File: src/rtl/prog_fetch.sv
// Instruction fetch for picoMIPS: owns the PC, captures ROM data into the IR
// and hands it to the decoder over valid/ready, taking redirects with one bubble.
module prog_fetch #(
  parameter int P_SIZE = 5,
  parameter int I_SIZE = 16
) (
  input  logic              clk,
  input  logic              n_reset,
  input  logic              en,
  output logic [P_SIZE-1:0] address,
  input  logic [I_SIZE-1:0] I,
  output logic [I_SIZE-1:0] ir,
  output logic [P_SIZE-1:0] ir_pc,
  output logic              ir_valid,
  input  logic              ir_ready,
  input  logic              branch_en,
  input  logic [P_SIZE-1:0] branch_off,
  input  logic              jump_en,
  input  logic [P_SIZE-1:0] jump_addr
);

  typedef struct packed {
    logic              vld;
    logic [P_SIZE-1:0] tgt;
  } redir_t;

  logic [P_SIZE-1:0] pc;
  logic              consume;
  logic              slot;
  redir_t            rd;

  assign address = pc;
  assign consume = ir_valid & ir_ready;
  assign slot    = ~ir_valid | ir_ready;

  // Redirect only counts for the instruction actually leaving the IR; jump beats branch.
  always_comb begin
    rd.vld = consume & (jump_en | branch_en);
    rd.tgt = jump_en ? jump_addr : ir_pc + branch_off;
  end

  always_ff @(posedge clk or negedge n_reset) begin
    if (!n_reset) begin
      pc       <= '0;
      ir       <= '0;
      ir_pc    <= '0;
      ir_valid <= 1'b0;
    end else if (rd.vld) begin
      // Flush the wrong-path fetch; IR contents are left stale but invalid.
      pc       <= rd.tgt;
      ir_valid <= 1'b0;
    end else if (en && slot) begin
      ir       <= I;
      ir_pc    <= pc;
      ir_valid <= 1'b1;
      pc       <= pc + P_SIZE'(1);
    end else if (consume) begin
      ir_valid <= 1'b0;
    end
  end

endmodule
File: config.mk
export PLATFORM = sky130hd
export DESIGN_NAME = prog_fetch
export DESIGN_NICKNAME = d
export VERILOG_FILES = /design/src/rtl/prog_fetch.sv
export SDC_FILE = /design/constraint.sdc
export NUM_CORES = 1
export LEC_CHECK = 0
export BUFFER_PORTS_ARGS = -buffer_cell sky130_fd_sc_hd__clkbuf_2
export CORE_MARGIN = 2
export CORE_UTILIZATION = 46
export DETAILED_ROUTE_END_ITERATION = 16
export PLACE_DENSITY = 0.78
export SLEW_MARGIN = 0
export SYNTH_ARGS = -nofsm -noshare
export SYNTH_HDL_FRONTEND = slang
export SYNTH_SLANG_ARGS = --single-unit
File: constraint.sdc
create_clock -name clk -period 2.3 [get_ports clk]
set_input_delay 0.345 -clock clk [delete_from_list [all_inputs] [get_ports clk]]
set_output_delay 0.345 -clock clk [all_outputs]
set_load 0.02 [all_outputs]
[Word-level counts from Yosys, hierarchy flattened]
Index checks and enable logic that the tools add are counted.
Word-level totals
  register bits: 27
  bits in latches: 0
  memory bits (writable): 0
  ROM bits: 0
  word-level logic and storage cells: 22
  memories: 0
Cells by class
  add/subtract/negate cells: 2
  multipliers: 0
  divide/modulo/power cells: 0
  order comparisons: 0
  equal/unequal tests: 0
  shifts and indexed selects: 0
  multiplexer cells: 6
  bitwise operators: 6
  reduce and logical (&&, ||, !) cells: 4
Operators with widths (count)
  $mux W5: 3
  $add A5 B1 Y5 const B: 1
  $add A5 B5 Y5: 1
  $mux W1: 3
  $reduce_bool A3 Y1: 1
  $and A1 B1 Y1: 2
  $not A1 Y1: 2
  $or A1 B1 Y1: 2
  $reduce_and A2 Y1: 1
  $reduce_bool A2 Y1: 1
  $logic_and A1 B1 Y1: 1

[Depth between registers and ports, before layout]
  depth in word-level cells: 5
  gate-level depth with buffers: 7
  mapped depth without buffers: 7

[Worst setup path before layout]
OpenSTA, ideal clock, no wires.
  path kind: register to register
  start point: register ir_pc[0]
  end point: register pc[4] (netlist: address[4])
  library setup time: 0.136 ns
  data arrival time: 1.776 ns
  required time: 2.164 ns
  slack: 0.388 ns
  stages on the path, launching flop included: 8
  buffers on the path: 0
  period minus slack after synthesis: 1.912 ns
  path through: dfrtp_1 ha_1 inv_1 fa_1 nand2b_1 a2111oi_0 o21bai_1 o311ai_1
Between the ends
  longest elaborated chain between the ends: 3
Ends and longest elaborated chain
  start: declaration: line 13  | output logic [P_SIZE-1:0] ir_pc,
  start signal: assignment: line 54  | ir_pc <= pc;
  $add A5 B5 Y5: line 39  | rd.tgt = jump_en ? jump_addr : ir_pc + branch_off;
  $mux W5: line 39
  $mux W5: line 48  | end else if (rd.vld) begin
  end signal: assignment: line 50  | pc <= rd.tgt;
  end signal: assignment: line 56  | pc <= pc + P_SIZE'(1);
  end: declaration: line 27  | logic [P_SIZE-1:0] pc;
No other way between the ends.
A chain may end at the register's enable or synchronous reset.

[Final worst setup path]
Same ends and word-level chain as after synthesis.

==> results.yml <==
outcome:
  outcome: "finished, final reports clean"
critical_path:
  required_ns: 2.50
  slowest_stage: "fa_1"
  criticalPathCategory: "register to register"
  path_cells: "ha_1 > inv_1 > fa_1 > nand2b_1 > a2111oi_0 > o21bai_1 > o311ai_1"
  path_max_fanout: 3
  r2r_cells: 7
  cp-end-kind: "register"
  r2r_start: "ir_pc[0]"
  cp_top_family: "compound AO/OA/AOI/OAI gates"
  max_stage_delay_ns: 0.40
  ff2ff_setup_slack_ns: 0.39
  critPathCapture: "address[4]"
  arrival_ns: 2.11
  path_depth: 7
  start_kind: "register"
  reg2reg_to: "address[4]"
  startpoint: "ir_pc[0]"
  path_buf_inv: 1
synthesis:
  synth_area_leaders: "dfrtp_1 50%, mux2_2 10%, mux2_1 8.3%"
  synth_seq_cells: 27
  synth_fp_nets: 142
  synth_edf_count: 0
  synth_common_cells: "27 x dfrtp_1, 12 x mux2_2, 10 x mux2_1, 5 x a21oi_1, 5 x ha_1"
  yosysMostFrequentCell: "dfrtp_1"
  yosysTopAreaCell: "dfrtp_1"
  syn_area_um2: 1350
  synth_cells: 104
  syn_area_per_cell_um2: 13.0
  ys_seq_area_share_pct: 49.9
  synth_top_area_share_pct: 49.9
  synth-main-ff-cell: "dfrtp_1"
  async_flop_share_pct: 100
  yosysWarningCount: 0
  ys_types: 31
floorplan:
  die_area_um2: 3390
  core_area_um2: 2780
  start_util_pct: 48.7
  die_w_um: 58.3
  core.rowCount: 19
  ioPinCount: 59
  die_y_um: 58.3
layout:
  fin_nets: 202
  antenna_cells: 0
  finish.utilization_pct: 60.4
  syn_to_final_growth_pct: 24.1
  num-fill-cells: 247
  layout-drive-gt1-share_pct: 48.5
  fin_cells: 194
sta:
  tightestPinTransition_ns: 0.649
  timing.fmax_mhz: 524
  finClkSkew_ns: 0.00393
  finalMaxSlewViolations: 0
  finalHoldViolations: 0
  setup_viol: 0
  rsz0062_at_grt: "false"
  slew_headroom_pct: 56.7
  period_minus_slack_ns: 1.91
  final.period_utilization_pct: 82.9
  fin_setup_tns_ns: 0
routing:
  routedWlPerCell_um: 13.8
  via_per_inst: 5.23
  drt_first_pass_iters: 3
  ant_nets: 0
  drc: 0
  vias: 1015
  drt_iter0_drc: 29
  totalWireLength_mm: 2.68
clock_tree:
  cts_tree: "done"
  cts_buffer_depth: 2
  htree_levels: 1
  cts_setup_buffers: 0
  clockRootBuffer: "clkbuf_4"
  insertion_delay_ns: 0.31
  holdBufCountCts: 0
  path_clk_slew_ns: 0.14
  cts_sinks: 27
  cts_made_buffers: 3
  cts_resized: 0
global_routing:
  grt_pass1_wl_mm: 4.65
  overflow: 0
  track_usage_pct: 18.0
  grt_pass1_vias: 1060
  antenna_found_initial: 0
  grt_max_degree: 28
pwr:
  cellLeakagePower_nw: 0.843
  pwr_density_cell_nw_per_um2: 1060
  fin_total_pwr_mw: 1.78
  peakVddDrop_mv: 0.726
placement:
  dp_cells: 190
  routabilityCongestion: 0.782
  io_buffers: 58
  hpwl_mm: 2.17
run:
  maxCapViolations: 0
worst_hold_path:
  hold_class: "primary input to async pin"
-- state kept, by name (all words and copies together) (netlist names) --
register / count
address: 5
ir: 16
ir_valid: 1
ir_pc: 5
-- cell usage in the layout (no fill, tap or decap) --
master | synthesis | routed
clkbuf_2 | 0 | 58
dfrtp_1 | 27 | 27
mux2_2 | 12 | 12
mux2_1 | 10 | 10
a21oi_1 | 5 | 5
ha_1 | 5 | 5
inv_1 | 4 | 4
nand2_1 | 4 | 4
nor2_1 | 4 | 4
xor2_1 | 3 | 3
clkbuf_4 | 0 | 3
nand2b_1 | 2 | 2
xnor2_1 | 2 | 2
nor2b_1 | 2 | 2
nand3_1 | 2 | 2
a211oi_1 | 2 | 2
mux2i_1 | 2 | 2
nand2b_4 | 1 | 1
o211ai_2 | 1 | 1
nand3_2 | 1 | 1
a2111oi_0 | 1 | 1
o21bai_1 | 1 | 1
nand3_4 | 1 | 1
o211ai_1 | 1 | 1
or4b_1 | 1 | 1
o311ai_1 | 1 | 1
a21boi_0 | 1 | 1
and3b_1 | 1 | 1
o31ai_1 | 1 | 1
and3_1 | 1 | 1
fa_1 | 1 | 1
clkinv_2 | 0 | 1
buf_4 | 0 | 1
-- kinds of logic after synthesis --
group / after synthesis / synth area share (%)
xor+xnor: 5 / 3.24
buf+inv: 8 / 3.88
mux: 24 / 19.8
flops: 27 / 49.9
simple gates: 20 / 9.70
fa+ha+maj: 6 / 6.10
compound gates: 14 / 7.39
-- metal layers --
layer | wire (um) | up-vias | track usage [%]
li1 | - | 487 | -
met1 | 1090 | 487 | 22.4
met2 | 1410 | 39 | 31.8
met3 | 170 | 2 | 2.68
met4 | 13 | 0 | 5.98
met5 | 0 | - | 0
-- how the worst min path moves through the flow --
stage                 start          to  cells after the start  slack, ns
finish              n_reset       ir[6]                      1       0.03
global route        n_reset      ir[14]                      1       0.06
CTS                 n_reset      ir[14]                      1       0.04
detailed placement  n_reset       ir[5]                      1       0.41
global placement    n_reset       ir[5]                      1       0.40
floorplan           n_reset  address[0]                      0       0.05
-- cell type report --
type,instances,area (um2),area share [%]
Timing Repair Buffer,59,298,17.7
Clock buffer,3,22.5,1.34
Multi-Input combinational cell,69,626,37.2
Tap cell,31,38.8,2.31
Sequential cell,27,676,40.2
Inverter,4,15.0,0.894
Clock inverter,1,5.00,0.298
-- power by group --
group | switching, mW | internal [mW]
registers | 0.135 | 0.624
logic | 0.466 | 0.362
clock network | 0.132 | 0.0649
total | 0.733 | 1.05
-- metrics by stage --
step	worst slack (ns)	cell area [um2]	hold WS [ns]
floorplan	0.388	1350	0.0494
finish	0.392	1680	0.0287
detailed placement	0.338	1650	0.408
CTS	0.373	1680	0.0449
global placement	0.379	1650	0.399
global route	0.265	1680	0.0551
Note: power is estimated with default switching activity, not from simulation.
